### src/rtl/button_press_classifier.sv
// rtl/button_press_classifier.sv - classifies debounced button presses into short/long/double-click pulses
//
// Purpose:
//   Watches the clean debounced button level and emits exactly one single-cycle
//   event per press sequence: short press, long press or double click.
//
// Ports:
//   clk           in   system clock, rising edge
//   reset         in   synchronous, active-high reset
//   btn           in   debounced button level, synchronous to clk
//   pressed       out  registered copy of btn
//   short_press   out  one-cycle pulse after a single completed short press
//   long_press    out  one-cycle pulse when the hold reaches LONG_TICKS
//   double_click  out  one-cycle pulse on the second press of a double click

module button_press_classifier #(
    parameter int LONG_TICKS   = 100_000_000,
    parameter int DOUBLE_TICKS = 25_000_000
) (
    input  logic clk,
    input  logic reset,
    input  logic btn,
    output logic pressed,
    output logic short_press,
    output logic long_press,
    output logic double_click
);

    localparam int MAX_TICKS = (LONG_TICKS > DOUBLE_TICKS) ? LONG_TICKS : DOUBLE_TICKS;
    localparam int CW        = $clog2(MAX_TICKS);

    // Terminal counts; the counter never has to hold MAX_TICKS itself.
    localparam logic [CW-1:0] LONG_LAST   = CW'(LONG_TICKS - 1);
    localparam logic [CW-1:0] DOUBLE_LAST = CW'(DOUBLE_TICKS - 1);

    typedef enum logic [2:0] {
        IDLE      = 3'd0,
        PRESS1    = 3'd1,
        LONG_HOLD = 3'd2,
        WAIT2     = 3'd3,
        PRESS2    = 3'd4
    } state_t;

    state_t        state;
    state_t        state_next;
    logic [CW-1:0] cnt;
    logic [CW-1:0] cnt_next;
    logic          btn_prev;
    logic          rise;
    logic          short_next;
    logic          long_next;
    logic          double_next;

    assign rise = btn & ~btn_prev;

    always_ff @(posedge clk) begin
        if (reset) begin
            state        <= IDLE;
            cnt          <= '0;
            // Held-through-reset buttons must be released once before they count.
            btn_prev     <= 1'b1;
            pressed      <= 1'b0;
            short_press  <= 1'b0;
            long_press   <= 1'b0;
            double_click <= 1'b0;
        end else begin
            state        <= state_next;
            cnt          <= cnt_next;
            btn_prev     <= btn;
            pressed      <= btn;
            short_press  <= short_next;
            long_press   <= long_next;
            double_click <= double_next;
        end
    end

    always_comb begin
        state_next  = state;
        cnt_next    = cnt;
        short_next  = 1'b0;
        long_next   = 1'b0;
        double_next = 1'b0;

        case (state)
            IDLE: begin
                if (rise) begin
                    state_next = PRESS1;
                    cnt_next   = '0;
                end
            end

            // Release is tested first so it wins over the long-press timeout.
            PRESS1: begin
                if (!btn) begin
                    state_next = WAIT2;
                    cnt_next   = '0;
                end else if (cnt == LONG_LAST) begin
                    state_next = LONG_HOLD;
                    long_next  = 1'b1;
                end else begin
                    cnt_next = cnt + CW'(1);
                end
            end

            LONG_HOLD: begin
                if (!btn) begin
                    state_next = IDLE;
                end
            end

            // A second press is tested first so it wins over the timeout.
            WAIT2: begin
                if (btn) begin
                    state_next  = PRESS2;
                    double_next = 1'b1;
                end else if (cnt == DOUBLE_LAST) begin
                    state_next = IDLE;
                    short_next = 1'b1;
                end else begin
                    cnt_next = cnt + CW'(1);
                end
            end

            // No long-press detection here; the sequence ends on release.
            PRESS2: begin
                if (!btn) begin
                    state_next = IDLE;
                end
            end

            default: begin
                state_next = IDLE;
                cnt_next   = '0;
            end
        endcase
    end

endmodule

### config.mk
export PLATFORM = sky130hd
export DESIGN_NAME = button_press_classifier
export DESIGN_NICKNAME = d
export VERILOG_FILES = /design/src/rtl/button_press_classifier.sv
export SDC_FILE = /design/constraint.sdc
export NUM_CORES = 1
export LEC_CHECK = 0
export BUFFER_PORTS_ARGS = -buffer_cell sky130_fd_sc_hd__buf_4
export CORE_AREA = 5 5 63 65
export CTS_BUF_LIST = sky130_fd_sc_hd__clkbuf_4 sky130_fd_sc_hd__clkbuf_8
export DETAILED_ROUTE_END_ITERATION = 6
export DIE_AREA = 0 0 68 70
export PLACE_DENSITY = 0.8
export SLEW_MARGIN = 20
export SYNTH_ARGS = -nofsm -noshare
export SYNTH_HDL_FRONTEND = slang
export SYNTH_SLANG_ARGS = --single-unit
### constraint.sdc
create_clock -name clk -period 3 [get_ports clk]
set_clock_uncertainty 0.15 [all_clocks]
set_input_delay 0.45 -clock clk [delete_from_list [all_inputs] [get_ports clk]]
set_output_delay 0.45 -clock clk [all_outputs]
set_load 0.005 [all_outputs]
* Word-level counts from Yosys, hierarchy flattened
Index checks and enable logic that the tools add are counted.
** Word-level totals
- Output and inout bits :: 4
- Word-level logic and storage cells :: 50
- Bits of input ports :: 3
- Flip-flop bits (word level) :: 35
** Cells by class
- Equal/unequal tests :: 13
- Bitwise logic cells :: 6
- Add/subtract/negate cells :: 1
- Muxes and demuxes :: 16
- Reductions and logical operators :: 7
** Operators with widths (count)
- 27-bit 2-to-1 mux :: 5
- 27-bit one-hot mux with 4 select lines :: 1
- 27-bit by 1-bit adder with 27-bit output (second input constant) :: 1
- 27-bit by 25-bit equality test with 1-bit output (second input constant) :: 1
- 27-bit equality test (second input constant) :: 1
- 3-bit 2-to-1 mux :: 6
- 3-bit one-hot mux with 4 select lines :: 1
- 3-bit != test (second input constant) :: 3
- 2-bit != test (second input constant) :: 4
- 3-bit by 2-bit equality test with 1-bit output (second input constant) :: 2
- 3-bit OR reduction :: 2
- 1-bit inverter :: 5
- 5-bit AND reduction :: 1
- 4-bit AND reduction :: 1
- 2-bit OR reduction :: 2
- 3-bit by 1-bit equality test with 1-bit output (second input constant) :: 1
- 3-bit equality test (second input constant) :: 1
- 3-bit logical NOT :: 1
- 1-bit 2-to-1 mux :: 3
- 1-bit bitwise AND :: 1

* Logic depth before layout (Yosys ltp)
Gate-level depths: netlist (run 1).
- Depth in word-level cells :: 4
- Depth in mapped cells :: 9
- Depth with buffers taken out :: 7

* Least setup slack after synthesis (run 1)
OpenSTA, ideal clock, no wires.
- Path type :: flip-flop to flip-flop
- Start :: register cnt[2]
- End :: register cnt[4]
- Arrival :: 1.887 ns
- Buffers on the path :: 3
- Period minus slack after synthesis :: 2.162 ns
- Setup slack :: 0.838 ns
- Library setup time :: 0.125 ns
- Stages on the path, launching flop included :: 9
- Required time :: 2.725 ns
- Cells stage by stage :: dfxtp_1 -> and4_1 -> buf_4 -> nand4_4 -> or4_4 -> buf_6 -> a21oi_2 -> buf_4 -> o32ai_1
** On the way
- Longest elaborated chain between the ends :: 4
- Elaborated cells between the ends (all ways) :: 11
- Classes of those cells :: add/sub (1); eq/ne (4); mux (5); reduce/logical (1)
** RTL lines
- start: declaration :: RTL line 46 : logic [CW-1:0] cnt;
- start signal: assignment :: RTL line 68 : cnt <= cnt_next;
- 27-bit by 1-bit adder with 27-bit output :: RTL line 101, 120
- 27-bit 2-to-1 mux (on tied branches) :: RTL line 116, 97
- 27-bit 2-to-1 mux (on tied branches) :: RTL line 113, 94
- 27-bit one-hot mux with 4 select lines :: RTL line 84 : case (state)
Several ways; a longest one is shown, not always the timed one. The select of a mux whose other input is x is not followed.
A chain may end at the register's enable or synchronous reset.

* Final worst setup path (run 1)
- Start :: register cnt[8]
- End :: register cnt[17]
The elaborated chain is that of the path after synthesis.

==> impl_metrics.yaml, run 1 <==
clock_network:
  htree_levels: 2
  clock-root-buffer: "clkbuf_4"
  clock-sinks: 35
  cts_max_path_buffers: 2
  cts_buffers: 5
  cts_setup_buffers: 0
  cts_resized: 0
  cts-hold-fix-buffers: 0
  clk_latency_ns: 0.35
  cts_tree: "built"
  clk_pin_slew_ns: 0.11
detailed_routing:
  finalWirelength_um: 5110
  num_vias: 1992
  firstDrtPassIters: 5
  wl_per_cell_um: 16.5
  first_iter_violations: 200
  viasPerCell: 6.45
  drcViolationCount: 0
  ant_nets: 0
critical_path:
  r2r-start: "cnt[8]"
  cp_slowest_cell: "dfxtp_1"
  cp-end-kind: "flop"
  setup.worst_path.start: "cnt[8]"
  cp_max_fo: 8
  worst_path_largest_cell_delay_ns: 0.49
  crit_buf_inv: 0
  cp-start-kind: "flop"
  cp_data_required_time_ns: 3.14
  r2r_setup_slack_ns: 0.56
  path_cells: "and3_1, nand4_1, nor2_1, nand2_1, or4_1, a21oi_1"
  cp_top_family: "simple AND/OR/NAND/NOR gates"
  worstPathArrival_ns: 2.58
  crit_type: "reg2reg"
timing:
  maxSlewViolCount: 0
  period_share_pct: 81.4
  hold_violations: 0
  max_freq_ghz: 0.410
  maxSlewHeadroom_pct: 51.7
  rsz0062_at_grt: "no"
  tightest_slew_ns: 0.725
  fin_setup_tns_ns: 0
  setup_viol: 0
  period_minus_slack_ns: 2.44
synthesis:
  ys_async_sr_fraction_pct: 0
  synth_top_area_share_pct: 34.2
  yosys.area.top_type: "dfxtp_1"
  ys.flop_type: "dfxtp_1"
  syn_nets: 269
  syn_inst: 264
  ys_seq_elements: 35
  ys_types: 50
  synth_edf_count: 0
  synth_area_leaders: "dfxtp_1 34%, o21ai_0 6.3%, nand2_1 4.6%"
  syn_area_per_cell_um2: 7.76
  synth_warnings: 0
  synth_area_mm2: 0.00205
  synth.yosys.seq_area_share_pct: 34.2
grt:
  grtUsageTotal_pct: 23.5
  grt_max_degree: 35
  antenna_found_initial: 0
  grt-ovfl-total: 0
  grt_pass1_vias: 1780
  grt_pass1_wl_um: 8640
floorplanning:
  initial_core_util_pct: 62.4
  die_w_um: 68
  die_h_um: 70
  core-area_mm2: 0.00328
  num_rows: 21
  dieArea_mm2: 0.00476
  io_pins: 7
job:
  drv_cap: 0
final_layout:
  multi_input_area_mm2: 0.00124
  final_cells: 309
  n_antenna_cell: 0
  drive_above_1_share_pct: 9.51
  regArea_um2: 701
  num-nets-final: 267
  syn_to_final_growth_pct: 5.31
  nFillCells: 311
place:
  hpwl_um: 3510
  placed_cells: 301
  port-buffer-count: 6
  place_congestion: 0.919
outcome:
  status: "completed"
hold_path:
  hold_class: "in2reg"
  min_from: "btn"
power_and_ir_drop:
  p_per_area_mw_per_mm2: 394
  vdd_ir_drop_max_mv: 0.248
  p_leak_nw: 0.689
## flip-flops by register name (all words and copies together) (netlist names)
name          count
double_click      1
cnt              27
short_press       1
state             3
pressed           1
btn_prev          1
long_press        1
## synth_stat cells, drive strengths merged, types with 6 or more instances
master	number
dfxtp	35
nand2	25
o21ai	31
nor2b	7
nor2	19
nor3	12
a21oi	14
nand3b	6
nand4	11
nand3	14
buf	7
clkbuf	11
## cell usage in the layout, fill, tap and decap left out, types with 2 or more instances in the layout
cell	instances
nand4_1	10
nand2b_1	5
and3_1	4
clkbuf_8	2
clkbuf_4	6
or2_2	2
a21oi_1	13
nand3b_1	6
o31ai_1	5
o41ai_1	4
nor4b_1	3
ha_1	2
nand3_1	14
a41oi_1	3
buf_4	9
nor4_1	5
or3_1	5
nor3_1	12
nor2b_1	7
nand2_1	25
inv_1	4
nor2_1	19
a31oi_1	5
dfxtp_1	35
and2_1	2
o21ai_1	3
a311oi_1	4
o21ai_0	26
and4_1	3
## metrics by stage
step                total power, mW  utilization (%)  worst slack (ns)  hold slack [ns]  cell area, µm²
floorplan                     0.531                -             0.838            0.297            2050
global placement              0.549             63.4             0.657            0.322            2080
detailed placement            0.550             63.4             0.609            0.328            2080
CTS                           0.854             65.6             0.598            0.220            2150
global route                  0.888             65.7             0.378            0.229            2160
finish                        0.851             65.7             0.558            0.234            2160
## logic make-up after synthesis
logic type	Yosys count	share of synthesized area, %
flops	35	34.2
simple gates	129	35.3
compound gates	75	23.6
fa+ha+maj	2	1.22
xor+xnor	1	0.427
buf+inv	22	5.25
## path summary, 6_finish.rpt
path / endpoint / cells after the start
setup / recovery: cnt[17] / 6
hold / removal: short_press / 2
setup reg to reg: cnt[17] / 6
hold reg to reg: cnt[10] / 2
## where the power goes
part / total [mW] / leakage, nW / internal (mW) / switching, mW
sequential: 0.473 / 0.283 / 0.468 / 0.00558
clock: 0.309 / 0.0420 / 0.147 / 0.162
combinational: 0.0681 / 0.364 / 0.0225 / 0.0456
total: 0.851 / 0.689 / 0.637 / 0.213
## per-layer routing
metal  global-route usage, %  wire length, µm
met5                       0                0
met4                    9.27               82
met3                    4.97              250
met2                    36.2             2400
met1                    31.4             2380
## worst register-to-register path, cell delays in order, from the launching register on
cell	delay [ns]
dfxtp_1	0.49
and3_1	0.23
nand4_1	0.31
nor2_1	0.47
nand2_1	0.16
or4_1	0.42
a21oi_1	0.14
## layout make-up
class	count	share of cell area [%]
inverter	4	0.696
clock buffer	8	3.36
sequential	35	32.5
multi-input combinational	207	57.7
tap	46	2.67
timing repair buffer	9	3.13
Note: power is estimated with default switching activity, not from simulation.
==> inputs of run 2 (changes only) <==
--- a/config.mk
+++ b/config.mk
@@ -6,11 +6,11 @@
 export NUM_CORES = 1
 export LEC_CHECK = 0
 export BUFFER_PORTS_ARGS = -buffer_cell sky130_fd_sc_hd__buf_4
-export CORE_AREA = 5 5 63 65
+export CORE_AREA = 5 5 66 68
 export CTS_BUF_LIST = sky130_fd_sc_hd__clkbuf_4 sky130_fd_sc_hd__clkbuf_8
 export DETAILED_ROUTE_END_ITERATION = 6
-export DIE_AREA = 0 0 68 70
-export PLACE_DENSITY = 0.8
+export DIE_AREA = 0 0 71 73
+export PLACE_DENSITY = 0.76
 export SLEW_MARGIN = 20
 export SYNTH_ARGS = -nofsm -noshare
 export SYNTH_HDL_FRONTEND = slang
==> constraint.sdc (replaced) <==
create_clock -name clk -period 2.1 [get_ports clk]
set_clock_uncertainty 0.15 [all_clocks]
set_input_delay 0.315 -clock clk [delete_from_list [all_inputs] [get_ports clk]]
set_output_delay 0.315 -clock clk [all_outputs]
set_load 0.005 [all_outputs]
==> run 2 against run 1 <==
  * First-iteration DRC count rose by 21%
  * Hold slack worse by 0.12 ns
  * Via count rose by 12%
  * Largest cell class unchanged
  * Fmax increased by 18%
  * Sequential power is 42% higher
  * Highest routed layer unchanged
==> impl_metrics.yaml, run 2 (synthesis gave the netlist of run 1 again) <==
grt:
  grt_pass1_vias: 2224
  grt_max_degree: 33
  grtUsageTotal_pct: 25.1
  antenna_found_initial: 0
  grt-ovfl-total: 0
  grt_pass1_wl_um: 10200
detailed_routing:
  met1_length_um: 2570
  ant_nets: 0
  wl_met2_um: 2990
  viasPerCell: 6.12
  met3RoutedLength_um: 304
  topRoutingLayerUsed: "met4"
  num_vias: 2228
  first_iter_violations: 241
  firstDrtPassIters: 4
  finalWirelength_um: 6020
  wl_per_cell_um: 16.5
  drcViolationCount: 0
floorplanning:
  die_w_um: 71
  core-area_mm2: 0.00380
  num_rows: 23
  initial_core_util_pct: 54.0
  io_pins: 7
  dieArea_mm2: 0.00518
  die_h_um: 73
critical_path:
  worst_path_largest_cell_delay_ns: 0.61
  worstPathArrival_ns: 2.10
  path_cells: "and4_4, nand4_4, or4_4, o21ai_4, buf_12, or3_1, a21oi_1"
  r2r_cells: 7
  r2r_setup_slack_ns: 0.04
  cp-start-kind: "flop"
  cp_data_required_time_ns: 2.14
  cp_slowest_cell: "or4_4"
  r2r-start: "cnt[5]"
  r2r-end: "cnt[5]"
  cp_max_fo: 14
  crit_type: "reg2reg"
  cp-end-kind: "flop"
final_layout:
  n_antenna_cell: 0
  multi_input_area_mm2: 0.00132
  final_common_cell: "buf_4"
  syn_to_final_growth_pct: 31.6
  design_area_mm2: 0.00270
  top_regs: "cnt (27), state (3)"
  regArea_um2: 713
  drive_above_1_share_pct: 31.5
  regMostFlops: "cnt"
  num-nets-final: 318
  nFillCells: 315
  final_cell_mix: "57 x buf_4, 25 x dfxtp_1, 24 x nand2_1, 24 x o21ai_0, 17 x nor2_1"
  largest_register_ffs: 27
clock_network:
  cts_buffers: 5
  htree_levels: 2
  cts_max_path_buffers: 2
  cts_tree: "built"
  clock-root-buffer: "clkbuf_8"
  clk_latency_ns: 0.30
  cts-hold-fix-buffers: 0
  clock-sinks: 35
  clk_pin_slew_ns: 0.07
power_and_ir_drop:
  p_sw_uw: 332
  vdd_ir_drop_max_mv: 0.566
  p_comb_share_pct: 9.3
  p_int_mw: 1.03
  pwr-share-clk_pct: 41.3
  seqPwrFrac_pct: 49.4
  p_per_area_mw_per_mm2: 506
  switching_share_pct: 24.3
  totalPowerFinal_mw: 1.36
  p_leak_nw: 1.01
hold_path:
  min_from: "reset"
  hold_class: "in2reg"
  worstHoldEndpoint: "btn_prev"
  hold_depth: 2
timing:
  tightest_slew_ns: 0.542
  maxSlewViolCount: 0
  period_share_pct: 98.3
  maxSlewHeadroom_pct: 63.8
  rsz0062_at_grt: "yes"
  setup_viol: 0
  hold_violations: 0
  max_freq_ghz: 0.484
  period_minus_slack_ns: 2.06
place:
  placedInstanceArea_mm2: 0.00248
  port-buffer-count: 6
  hpwl_um: 4250
  place_congestion: 0.949
job:
  drv_cap: 0
outcome:
  status: "completed"
-- run 2: worst max-delay path by stage --
stage,start,cells after the start,slack (ns),endpoint
2_1_floorplan,cnt[2],9,0.002,cnt[4]
3_3_place_gp,cnt[1],7,0.008,cnt[1]
3_5_place_dp,btn,8,-0.03,cnt[3]
4_1_cts,state[1],6,-0.04,cnt[7]
5_1_grt,cnt[5],7,-0.05,cnt[3]
6_report,cnt[5],7,0.04,cnt[5]
-- run 2: through the flow --
stage	setup slack [ns]	hold WS, ns	utilization, %	setup TNS [ns]	instances
floorplan	0.00203	0.282	-	0	264
global placement	0.00799	0.351	65.4	0	353
detailed placement	-0.0302	0.354	65.4	-0.113	353
CTS	-0.0396	0.0961	68.7	-0.0396	363
global route	-0.0493	0.111	71.0	-0.218	364
finish	0.0355	0.116	71.0	0	364
-- run 2: layer usage --
metal	global-route usage [%]	vias to the layer above
li1	-	1098
met1	30.3	1046
met2	42.7	67
met3	5.79	17
met4	10.6	0
met5	0	-
-- run 2: cell type report --
type / count / area share (%)
clock buffers: 8 / 3.85
inverters: 4 / 0.557
multi-input cells: 207 / 49.0
flip-flops and latches: 35 / 26.5
well taps: 50 / 2.32
repair buffers: 60 / 17.8
-- run 2: power groups by stage --
stage                     combinational [mW]  clock (mW)  sequential, mW
after floorplan                       0.0721           0           0.686
after global placement                 0.118           0           0.688
after detailed placement               0.121           0           0.688
after CTS                              0.121       0.573           0.673
after global routing                   0.139       0.602           0.674
final                                  0.127       0.564           0.674
-- run 2: repair_timing --
action,in CTS,in global routing
buffers inserted,2,1
endpoints found under the hold margin,0,0
resized for setup,5,23
pin swaps,3,5
endpoints found under the setup margin,7,28
-- run 2: worst max-delay path: cells and delay by family, from the launching register on --
family	cells	cell delay [ns]
DFF	1	0.35
and+or+nand+nor	4	1.08
AOI/OAI and AO/OA	2	0.23
buffers and inverters	1	0.15
